`config.mk`:
```
export PLATFORM = sky130hd
export DESIGN_NAME = reg_spill_engine
export DESIGN_NICKNAME = d
export VERILOG_FILES = /design/src/rtl/reg_spill_engine.sv
export SDC_FILE = /design/constraint.sdc
export NUM_CORES = 1
export LEC_CHECK = 0
export CORE_AREA = 8 8 67 69
export DETAILED_ROUTE_END_ITERATION = 12
export DIE_AREA = 0 0 75 77
export GPL_ROUTABILITY_DRIVEN = 1
export PLACE_DENSITY = 0.86
export SYNTH_ARGS = -nofsm -noshare
export SYNTH_HDL_FRONTEND = slang
export SYNTH_SLANG_ARGS = --single-unit
export TNS_END_PERCENT = 20
```
`constraint.sdc`:
```
create_clock -name clk -period 2 [get_ports clk]
set_input_delay 0.3 -clock clk [delete_from_list [all_inputs] [get_ports clk]]
set_output_delay 0.3 -clock clk [all_outputs]
set_load 0.01 [all_outputs]
```
`src/rtl/reg_spill_engine.sv`:
```
// rtl/reg_spill_engine.sv - register file save/restore sequencer to data memory
// Define CHECKSUM_EN to append (save) and verify (restore) an XOR checksum word after the flag word.
module reg_spill_engine #(
  parameter int pw = 3
) (
  input  logic          clk,
  input  logic          reset,
  input  logic          start,
  input  logic          mode,
  input  logic [7:0]    baseAddr,
  output logic          busy,
  output logic          done,
  output logic [pw-1:0] rfReadAddr,
  input  logic [7:0]    rfData,
  input  logic          scryIn,
  input  logic          ngtvIn,
  input  logic          zeroIn,
  output logic          rfWriteEnable,
  output logic [pw-1:0] rfWriteAddr,
  output logic [7:0]    rfDataOut,
  output logic          scryOut,
  output logic          ngtvOut,
  output logic          zeroOut,
  output logic [7:0]    memAddr,
  output logic          memWriteEnable,
  output logic [7:0]    memDataOut,
`ifdef CHECKSUM_EN
  output logic          csumErr,
`endif
  input  logic [7:0]    memDataIn
);

  localparam int NREG = 2**pw;
  typedef logic [pw:0] cnt_t;
  localparam cnt_t CNT_LAST_REG = cnt_t'(NREG - 1);
  localparam cnt_t CNT_FLAG     = cnt_t'(NREG);
`ifdef CHECKSUM_EN
  localparam cnt_t CNT_CSUM      = cnt_t'(NREG + 1);
  localparam cnt_t CNT_SAVE_LAST = CNT_CSUM;
`else
  localparam cnt_t CNT_SAVE_LAST = CNT_FLAG;
`endif

  typedef enum logic [2:0] {
    IDLE,
    SAVE,
    RFLAG,
    RESTORE,
`ifdef CHECKSUM_EN
    RCSUM,
`endif
    DONE
  } state_t;

  state_t     state_q;
  cnt_t       cnt_q;
  logic [7:0] base_q;
  logic [2:0] flags_q;
`ifdef CHECKSUM_EN
  logic       mode_q;
  logic [7:0] csum_q;
  logic [7:0] ref_q;
`endif

  always_ff @(posedge clk) begin
    if (reset) begin
      state_q <= IDLE;
      cnt_q   <= '0;
      base_q  <= '0;
      flags_q <= '0;
`ifdef CHECKSUM_EN
      mode_q  <= 1'b0;
      csum_q  <= '0;
      ref_q   <= '0;
`endif
    end else begin
      case (state_q)
        IDLE: begin
          if (start) begin
            base_q <= baseAddr;
            cnt_q  <= '0;
`ifdef CHECKSUM_EN
            mode_q  <= mode;
            csum_q  <= '0;
            state_q <= mode ? RCSUM : SAVE;
`else
            state_q <= mode ? RFLAG : SAVE;
`endif
          end
        end
        SAVE: begin
          cnt_q <= cnt_q + cnt_t'(1);
`ifdef CHECKSUM_EN
          csum_q <= csum_q ^ memDataOut;
`endif
          if (cnt_q == CNT_SAVE_LAST) state_q <= DONE;
        end
`ifdef CHECKSUM_EN
        RCSUM: begin
          ref_q   <= memDataIn;
          state_q <= RFLAG;
        end
`endif
        RFLAG: begin
          flags_q <= memDataIn[2:0];
          cnt_q   <= '0;
`ifdef CHECKSUM_EN
          csum_q  <= csum_q ^ memDataIn;
`endif
          state_q <= RESTORE;
        end
        RESTORE: begin
          cnt_q <= cnt_q + cnt_t'(1);
`ifdef CHECKSUM_EN
          csum_q <= csum_q ^ memDataIn;
`endif
          if (cnt_q == CNT_LAST_REG) state_q <= DONE;
        end
        DONE:    state_q <= IDLE;
        default: state_q <= IDLE;
      endcase
    end
  end

  // Every output is a pure decode of state; idle values are all zero.
  always_comb begin
    busy           = 1'b0;
    done           = 1'b0;
    rfReadAddr     = '0;
    rfWriteEnable  = 1'b0;
    rfWriteAddr    = '0;
    rfDataOut      = '0;
    scryOut        = 1'b0;
    ngtvOut        = 1'b0;
    zeroOut        = 1'b0;
    memAddr        = '0;
    memWriteEnable = 1'b0;
    memDataOut     = '0;
`ifdef CHECKSUM_EN
    csumErr        = 1'b0;
`endif
    case (state_q)
      SAVE: begin
        busy           = 1'b1;
        memWriteEnable = 1'b1;
        memAddr        = base_q + 8'(cnt_q);
        if (cnt_q < CNT_FLAG) begin
          rfReadAddr = cnt_q[pw-1:0];
          memDataOut = rfData;
        end else if (cnt_q == CNT_FLAG) begin
          memDataOut = {5'b0, scryIn, ngtvIn, zeroIn};
        end
`ifdef CHECKSUM_EN
        else begin
          memDataOut = csum_q;
        end
`endif
      end
`ifdef CHECKSUM_EN
      RCSUM: begin
        busy    = 1'b1;
        memAddr = base_q + 8'(CNT_CSUM);
      end
`endif
      RFLAG: begin
        busy    = 1'b1;
        memAddr = base_q + 8'(CNT_FLAG);
      end
      RESTORE: begin
        busy          = 1'b1;
        memAddr       = base_q + 8'(cnt_q);
        rfWriteEnable = 1'b1;
        rfWriteAddr   = cnt_q[pw-1:0];
        rfDataOut     = memDataIn;
        {scryOut, ngtvOut, zeroOut} = flags_q;
      end
      DONE: begin
        done = 1'b1;
`ifdef CHECKSUM_EN
        csumErr = mode_q && (csum_q != ref_q);
`endif
      end
      default: ;
    endcase
  end

endmodule

```
; Yosys cells after proc, flatten, opt, wreduce, memory -nomap -nowiden
; Cells that the tools add are included.
[word_totals]
out_inout_bits = 37
ff_bits = 18
inputBits = 31
elab_cells = 46
[classes]
n_eq_ne = 9
n_reduce_logical = 7
mux = 22
add_sub_neg = 3
magnitude_cmp = 1
[ops]
columns = op, count
row1 = 8-bit 2-to-1 mux, 3
row2 = 3-bit 2-to-1 mux, 7
row3 = 8-bit one-hot mux with 2 select lines, 1
row4 = 3-bit one-hot mux with 4 select lines, 1
row5 = 4-bit one-hot mux with 3 select lines, 1
row6 = 8-bit by 4-bit adder with 8-bit output, 1
row7 = 8-bit by 4-bit adder with 8-bit output (second input constant), 1
row8 = 1-bit 2-to-1 mux, 7
row9 = 3-bit by 2-bit equality test with 1-bit output (second input constant), 2
row10 = 2-bit inequality test (second input constant), 3
row11 = 4-bit by 1-bit adder with 4-bit output (second input constant), 1
row12 = 4-bit by 3-bit equality test with 1-bit output (second input constant), 1
row13 = 4-bit equality test (second input constant), 1
row14 = 4-bit < comparator (second input constant), 1
row15 = 4-bit 2-to-1 mux, 1
row16 = 2-bit AND reduction, 2
row17 = 3-bit by 1-bit equality test with 1-bit output (second input constant), 1
row18 = 3-bit equality test (second input constant), 1
row19 = 3-bit logical NOT, 1
row20 = 3-bit AND reduction, 1
row21 = 3-bit nonzero test, 1
row22 = 3-bit OR reduction, 1
row23 = 2-bit 2-to-1 mux, 1
row24 = 2-bit OR reduction, 1

; Longest topological paths before layout
; Gate-level depths: netlist of the first run.
[logic_depth]
depth_word = 4
ltp_mapped = 7
ltp_nobuf = 7

; Least setup slack after synthesis of the first run
; OpenSTA, ideal clock, no wires.
[synth_path]
path_kind = register to output
startpoint = register cnt_q[0]
endpoint = output memAddr[4]
required_ns = 1.700
setup_slack_ns = 0.050
stages_incl_launch_ff = 8
arrival_ns = 1.650
path_buffers = 0
path_cell_list = dfxtp_1 -> ha_1 -> inv_1 -> fa_1 -> nand2b_1 -> a21boi_0 -> o21ai_0 -> a32o_1
[synth_between]
elab_chain_cells = 2
[synth_rtl]
columns = item, line_no
row1 = start: declaration, 56  ; cnt_t cnt_q;
row2 = start signal: assignment, 92  ; cnt_q <= cnt_q + cnt_t'(1);
row3 = start signal: assignment, 113  ; cnt_q <= cnt_q + cnt_t'(1);
row4 = 8-bit by 4-bit adder with 8-bit output, "146, 171"
row5 = 8-bit one-hot mux with 2 select lines, 142  ; case (state_q)
row6 = end: declaration, 24  ; output logic [7:0] memAddr,
; Every way passes these cells.

; Worst setup path in the final report of the first run
[layout_path]
startpoint = register cnt_q[3]
endpoint = output memAddr[7]
; Same word-level chain as after synthesis.

==> results of run 1 <==
[where the power goes]
group	internal [W]	total, W	leakage, nW	switching [W]
logic	0.000258	0.000493	0.946	0.000235
clock network	0.000111	0.000236	0.0210	0.000125
registers	0.000389	0.000423	0.151	0.0000341
[per-stage QoR]
stage	TNS [ns]	util (%)	instance area, um^2	setup WS [ns]	std cells
2_1_floorplan	0	-	1330	0.0502	181
3_3_place_gp	-1.71	63.5	2220	-0.402	313
3_5_place_dp	-2.02	63.5	2220	-0.434	313
4_1_cts	-0.886	65.5	2290	-0.241	318
5_1_grt	-2.08	66.4	2320	-0.401	319
6_report	-1.21	66.4	2320	-0.295	319
[cells by family (layout without fill, tap and decap cells)]
| group | Yosys count | after routing | synth area share (%) |
|---|---|---|---|
| AOI/OAI and AO/OA | 44 | 44 | 23.1 |
| xor gates and xnor gates | 1 | 1 | 0.657 |
| adders and majority gates | 8 | 8 | 8.07 |
| buffers and inverters | 20 | 110 | 6.85 |
| DFF | 18 | 18 | 27.0 |
| and+or+nand+nor | 90 | 90 | 34.3 |
[flip-flops by register name (all words and copies together), names as in the netlist]
register,count
base_q,8
cnt_q,4
flags_q,3
state_q,3
[critical path: stages, from the launching register on]
cell,delay [ns]
dfxtp_4,0.38
ha_4,0.29
nand3_2,0.08
o211ai_1,0.32
buf_4,0.17
a31oi_1,0.08
a211o_1,0.24
buf_2,0.14
[per-layer routing]
layer  global-route usage (%)  vias to the layer above  share of wire (%)
li1                         -                      828                  -
met1                     19.3                      745                 41
met2                     27.6                       64                 47
met3                     4.55                        4                 11
met4                     5.69                        0               0.70
met5                        0                        -                  0
[layout by cell type, fill, tap and decap left out, drive strengths merged, types with 5 or more instances in the layout]
cell type / Yosys / routed
dlygate4sd2: 0 / 22
ha: 7 / 7
nand2: 27 / 27
nand3: 5 / 5
and2: 7 / 7
dfxtp: 18 / 18
a21oi: 16 / 16
nor2: 13 / 13
nor3: 9 / 9
and3: 15 / 15
buf: 3 / 40
inv: 8 / 8
clkdlybuf4s50: 0 / 33
[path summary, 6_finish.rpt]
check                           startpoint          to
worst max-delay path              cnt_q[3]  memAddr[7]
worst min-delay path            flags_q[2]  flags_q[2]
worst max register to register    cnt_q[1]  state_q[0]
worst min register to register  flags_q[2]  flags_q[2]
[repair_timing]
| action | CTS | global route |
|---|---|---|
| setup endpoints to repair | 34 | 16 |
| cloned | 0 | 0 |
| pin swaps | 7 | 4 |
| gates resized for setup | 88 | 7 |
| buffers inserted | 1 | 1 |
[layout make-up]
type / count / area, um^2
Fill cell: 309 / 1170
Multi-Input combinational cell: 143 / 978
Timing Repair Buffer: 98 / 841
Sequential cell: 18 / 375
Tap cell: 48 / 60.1
Clock buffer: 4 / 36.3
Inverter: 8 / 30.0
==> qor.yml, run 1 <==
max-clock-path-buffers: 2
fin_crit_ns: 2.30
die_extent_in_y_um: 77
core-area_um2: 3500
ant_nets: 0
reg2reg_depth: 8
drt-initial-drc-count: 73
synth.top_cell.area_share_pct: 27.0
regToRegSetupSlack_ns: 0.14
cts.sink_count: 18
finalHoldViolations: 0
synth_top_area_cell: "dfxtp_1"
clk_pin_slew_worst_paths_ns: 0.12
mappedNetlistArea_um2: 1330
static-leakage-power_nw: 1.12
timing.critical_path.to_type: "output pin"
status: "complete, but fails checks"
synth_edf_count: 0
clockRootBuffer: "clkbuf_4"
areaGrowthSynthToFinish_pct: 74.0
syn-num-nets: 220
clock_insertion_delay_worst_skew_ns: 0.30
final_net_count: 311
insertedDiodeCount: 0
crit_path_start_kind: "register"
yosys.cell_count.top_type: "nand2_1"
vdd_ir_drop_max_uv: 272
final_layout_size_suffix_gt1_share_pct: 26.2
cap_violations: 0
groute.usage.overall_pct: 16.5
finalWorstSetupSlack_ns: -0.295
worst-endpoint-required_ns: 1.70
synth-main-ff-cell: "dfxtp_1"
ys_ff_latch: 18
critPathMaxFanout: 5
share_of_flip_flops_with_an_asynchronous_set_or_reset_after_synthesis_pct: 0
via_per_inst: 5.14
io_pins: 68
timing.max_slew.rel_slack_pct: 75.3
start_util_pct: 38.2
drt-pass1-iter-count: 4
cp.arrival_ns: 2.00
dp_hpwl_um: 3580
min_period_over_period_pct: 115
cts-buffers-inserted: 3
detail_route.wirelength_um: 4840
fp.dieArea_um2: 5780
avgRoutedWirePerCell_um: 15.2
synth_cell_types: 41
cts_tree: "built"
synth_commonest_cells: "nand2_1, dfxtp_1, a21oi_1"
power_per_cell_area_nw_per_um2: 496
cts-hold-fix-buffers: 0
place_congestion: 0.928
grt_setup_unrepaired: "true"
grt_pass1_vias: 1710
wire_length_of_the_first_global_routing_pass_um: 7810
die_span_x_um: 75
fin_worst_skew_ns: 0.00561
synth.yosys.warnings: 0
grt_max_degree: 23
synth_area_per_cell_um2: 7.37
synth_area_leaders: "dfxtp_1, nand2_1, and3_1"
drt_drc_violations_left: 0
worst_hold_slack_ns: 0.468
proportion_of_synthesized_chip_area_in_sequential_cells_pct: 27.0
finalSetupViolations: 7
post_layout_total_power_w: 0.00115
synth_cells: 181
hp-class: "reg -> reg"
critical_path_class: "reg -> out"
numPortBuffers: 67
floorplan.rows: 22
dr_total_vias: 1641
achievable-frequency_mhz: 436
antenna_found_initial: 0
htree_levels: 1
violations: "setup timing"
max_slew.worst_pin.slew_ns: 0.369
hold_path_depth: 2
globalRoute.totalOverflow: 0
maxSlewViolCount: 0
(Power assumes the default switching activity.)
==> run 2: changes to the inputs <==
- ABC_CLOCK_PERIOD_IN_PS: unset -> 2000
==> results of run 2 <==
Final layout, timing and power as in run 1 (identical DEF).
==> run 3: changes to the inputs <==
- REMOVE_ABC_BUFFERS: unset -> 1
==> qor.yml, run 3 (same netlist as run 1, synthesis figures left out) <==
dp_hpwl_um: 3670
place_congestion: 0.859
min_period_over_period_pct: 115
grt_pass1_vias: 1720
max_ffs_per_register: 8
critical_path.slowest_cell: "dfxtp_2"
cts.sink_count: 18
vdd_ir_drop_max_uv: 348
die_span_x_um: 75
max-clock-path-buffers: 2
fin_worst_skew_ns: 0.00295
cts_tree: "built"
critical_path.max_stage_delay_ns: 0.37
cts-buffers-inserted: 3
layout.cells.most_common_list: "clkdlybuf4s50_1, buf_4, nand2_1"
maxSlewViolCount: 0
detail_route.wirelength_um: 5120
drt_drc_violations_left: 0
numPortBuffers: 67
finalHoldViolations: 0
cp.buffers_inverters: 3
nFillCells: 308
timing.critical_path.to_type: "output pin"
multi_input_gate_area_um2: 975
fp.dieArea_um2: 5780
globalRoute.totalOverflow: 0
areaGrowthSynthToFinish_pct: 74.5
start_util_pct: 38.2
final_layout_size_suffix_gt1_share_pct: 25.5
top_family_by_delay_on_critical_path: "adder cells"
grt_max_degree: 20
worst_hold_slack_ns: 0.464
via_per_inst: 5.42
critPathMaxFanout: 3
violations: "setup timing"
layout_commonest_cell: "clkdlybuf4s50_1"
hp-class: "reg -> reg"
static-leakage-power_nw: 1.11
wire_length_of_the_first_global_routing_pass_um: 7870
cp.arrival_ns: 2.00
fin_setup_tns_ns: -1.40
finalSetupViolations: 9
crit_path_start_kind: "register"
area_occupied_by_registers_um2: 373
max_slew.worst_pin.slew_ns: 0.403
drt-initial-drc-count: 83
finalWorstSetupSlack_ns: -0.302
io_pins: 68
final_net_count: 312
htree_levels: 1
insertedDiodeCount: 0
core-area_um2: 3500
clk_pin_slew_worst_paths_ns: 0.11
achievable-frequency_mhz: 434
worstPathCellList: "ha_4 > inv_2 > fa_2 > nand2b_4 > buf_4 > a21oi_2 > o22a_1 > a21oi_1 > buf_2"
dr_total_vias: 1730
largestRegisters: "base_q x8, cnt_q x4"
timing.max_slew.rel_slack_pct: 73.0
power_per_cell_area_nw_per_um2: 478
register_with_the_highest_flop_count: "base_q"
fin_crit_ns: 2.30
place_worst_setup_slack_ns: -0.503
floorplan.rows: 22
critical_path_class: "reg -> out"
die_extent_in_y_um: 77
clock_insertion_delay_worst_skew_ns: 0.30
worst-endpoint-required_ns: 1.70
drt-pass1-iter-count: 4
clockRootBuffer: "clkbuf_4"
status: "complete, but fails checks"
util_after_layout_pct: 66.6
ant_nets: 0
grt_setup_unrepaired: "true"
postPlaceCellArea_um2: 2210
antenna_found_initial: 0
avgRoutedWirePerCell_um: 16.0
groute.usage.overall_pct: 16.8
cap_violations: 0
design_area_um2: 2330
[run 3: cell types whose count changed in the layout (fill, tap and decap cells not counted), sizes merged]
cell | previous run | this run
clkdlybuf4s15 | 1 | 3
buf | 40 | 39
clkbuf | 4 | 3
[run 3: worst paths after layout]
path,start,to,slack (ns),cells past startpoint
setup / recovery,cnt_q[0],memAddr[6],-0.30,9
hold / removal,flags_q[0],flags_q[0],0.46,2
setup reg to reg,cnt_q[1],state_q[0],0.09,8
hold reg to reg,flags_q[0],flags_q[0],0.46,2
[run 3: metal layers]
| metal | share of wire (%) | global-route usage [%] |
|---|---|---|
| met1 | 36 | 16.4 |
| met2 | 51 | 31.0 |
| met3 | 11 | 5.20 |
| met4 | 1.8 | 6.67 |
| met5 | 0 | 0 |
[run 3: layout make-up]
type                       count  area share, %
clock buffer                   3          0.968
inverter                       8           1.29
multi-input combinational    143           41.9
sequential                    18           16.0
tap                           48           2.58
timing repair buffer          99           37.3
[run 3: repair_timing]
item	CTS	global route
resized for setup	83	7
gates cloned	0	0
pin swaps	7	8
buffers inserted	2	2
endpoints found under the setup margin	35	16
hold endpoints to repair	0	0
hold buffers	0	0
[run 3: stage by stage]
stage / total power, W / instances
global placement: 0.000894 / 312
global route: 0.00118 / 319
CTS: 0.00109 / 317
floorplan: 0.000624 / 169
finish: 0.00111 / 319
detailed placement: 0.000906 / 312
[run 3: tightest hold or removal path: cells and delay by family (launching register included)]
kind	cells	cell delay, ns
compound gates	1	0.05
flops	1	0.32
simple gates	1	0.05
[run 3: report_power, final]
group	internal, W	leakage [nW]	switching (W)
combinational	0.000255	0.945	0.000244
clock	0.0000703	0.0138	0.000120
sequential	0.000390	0.151	0.0000327
total	0.000715	1.11	0.000396
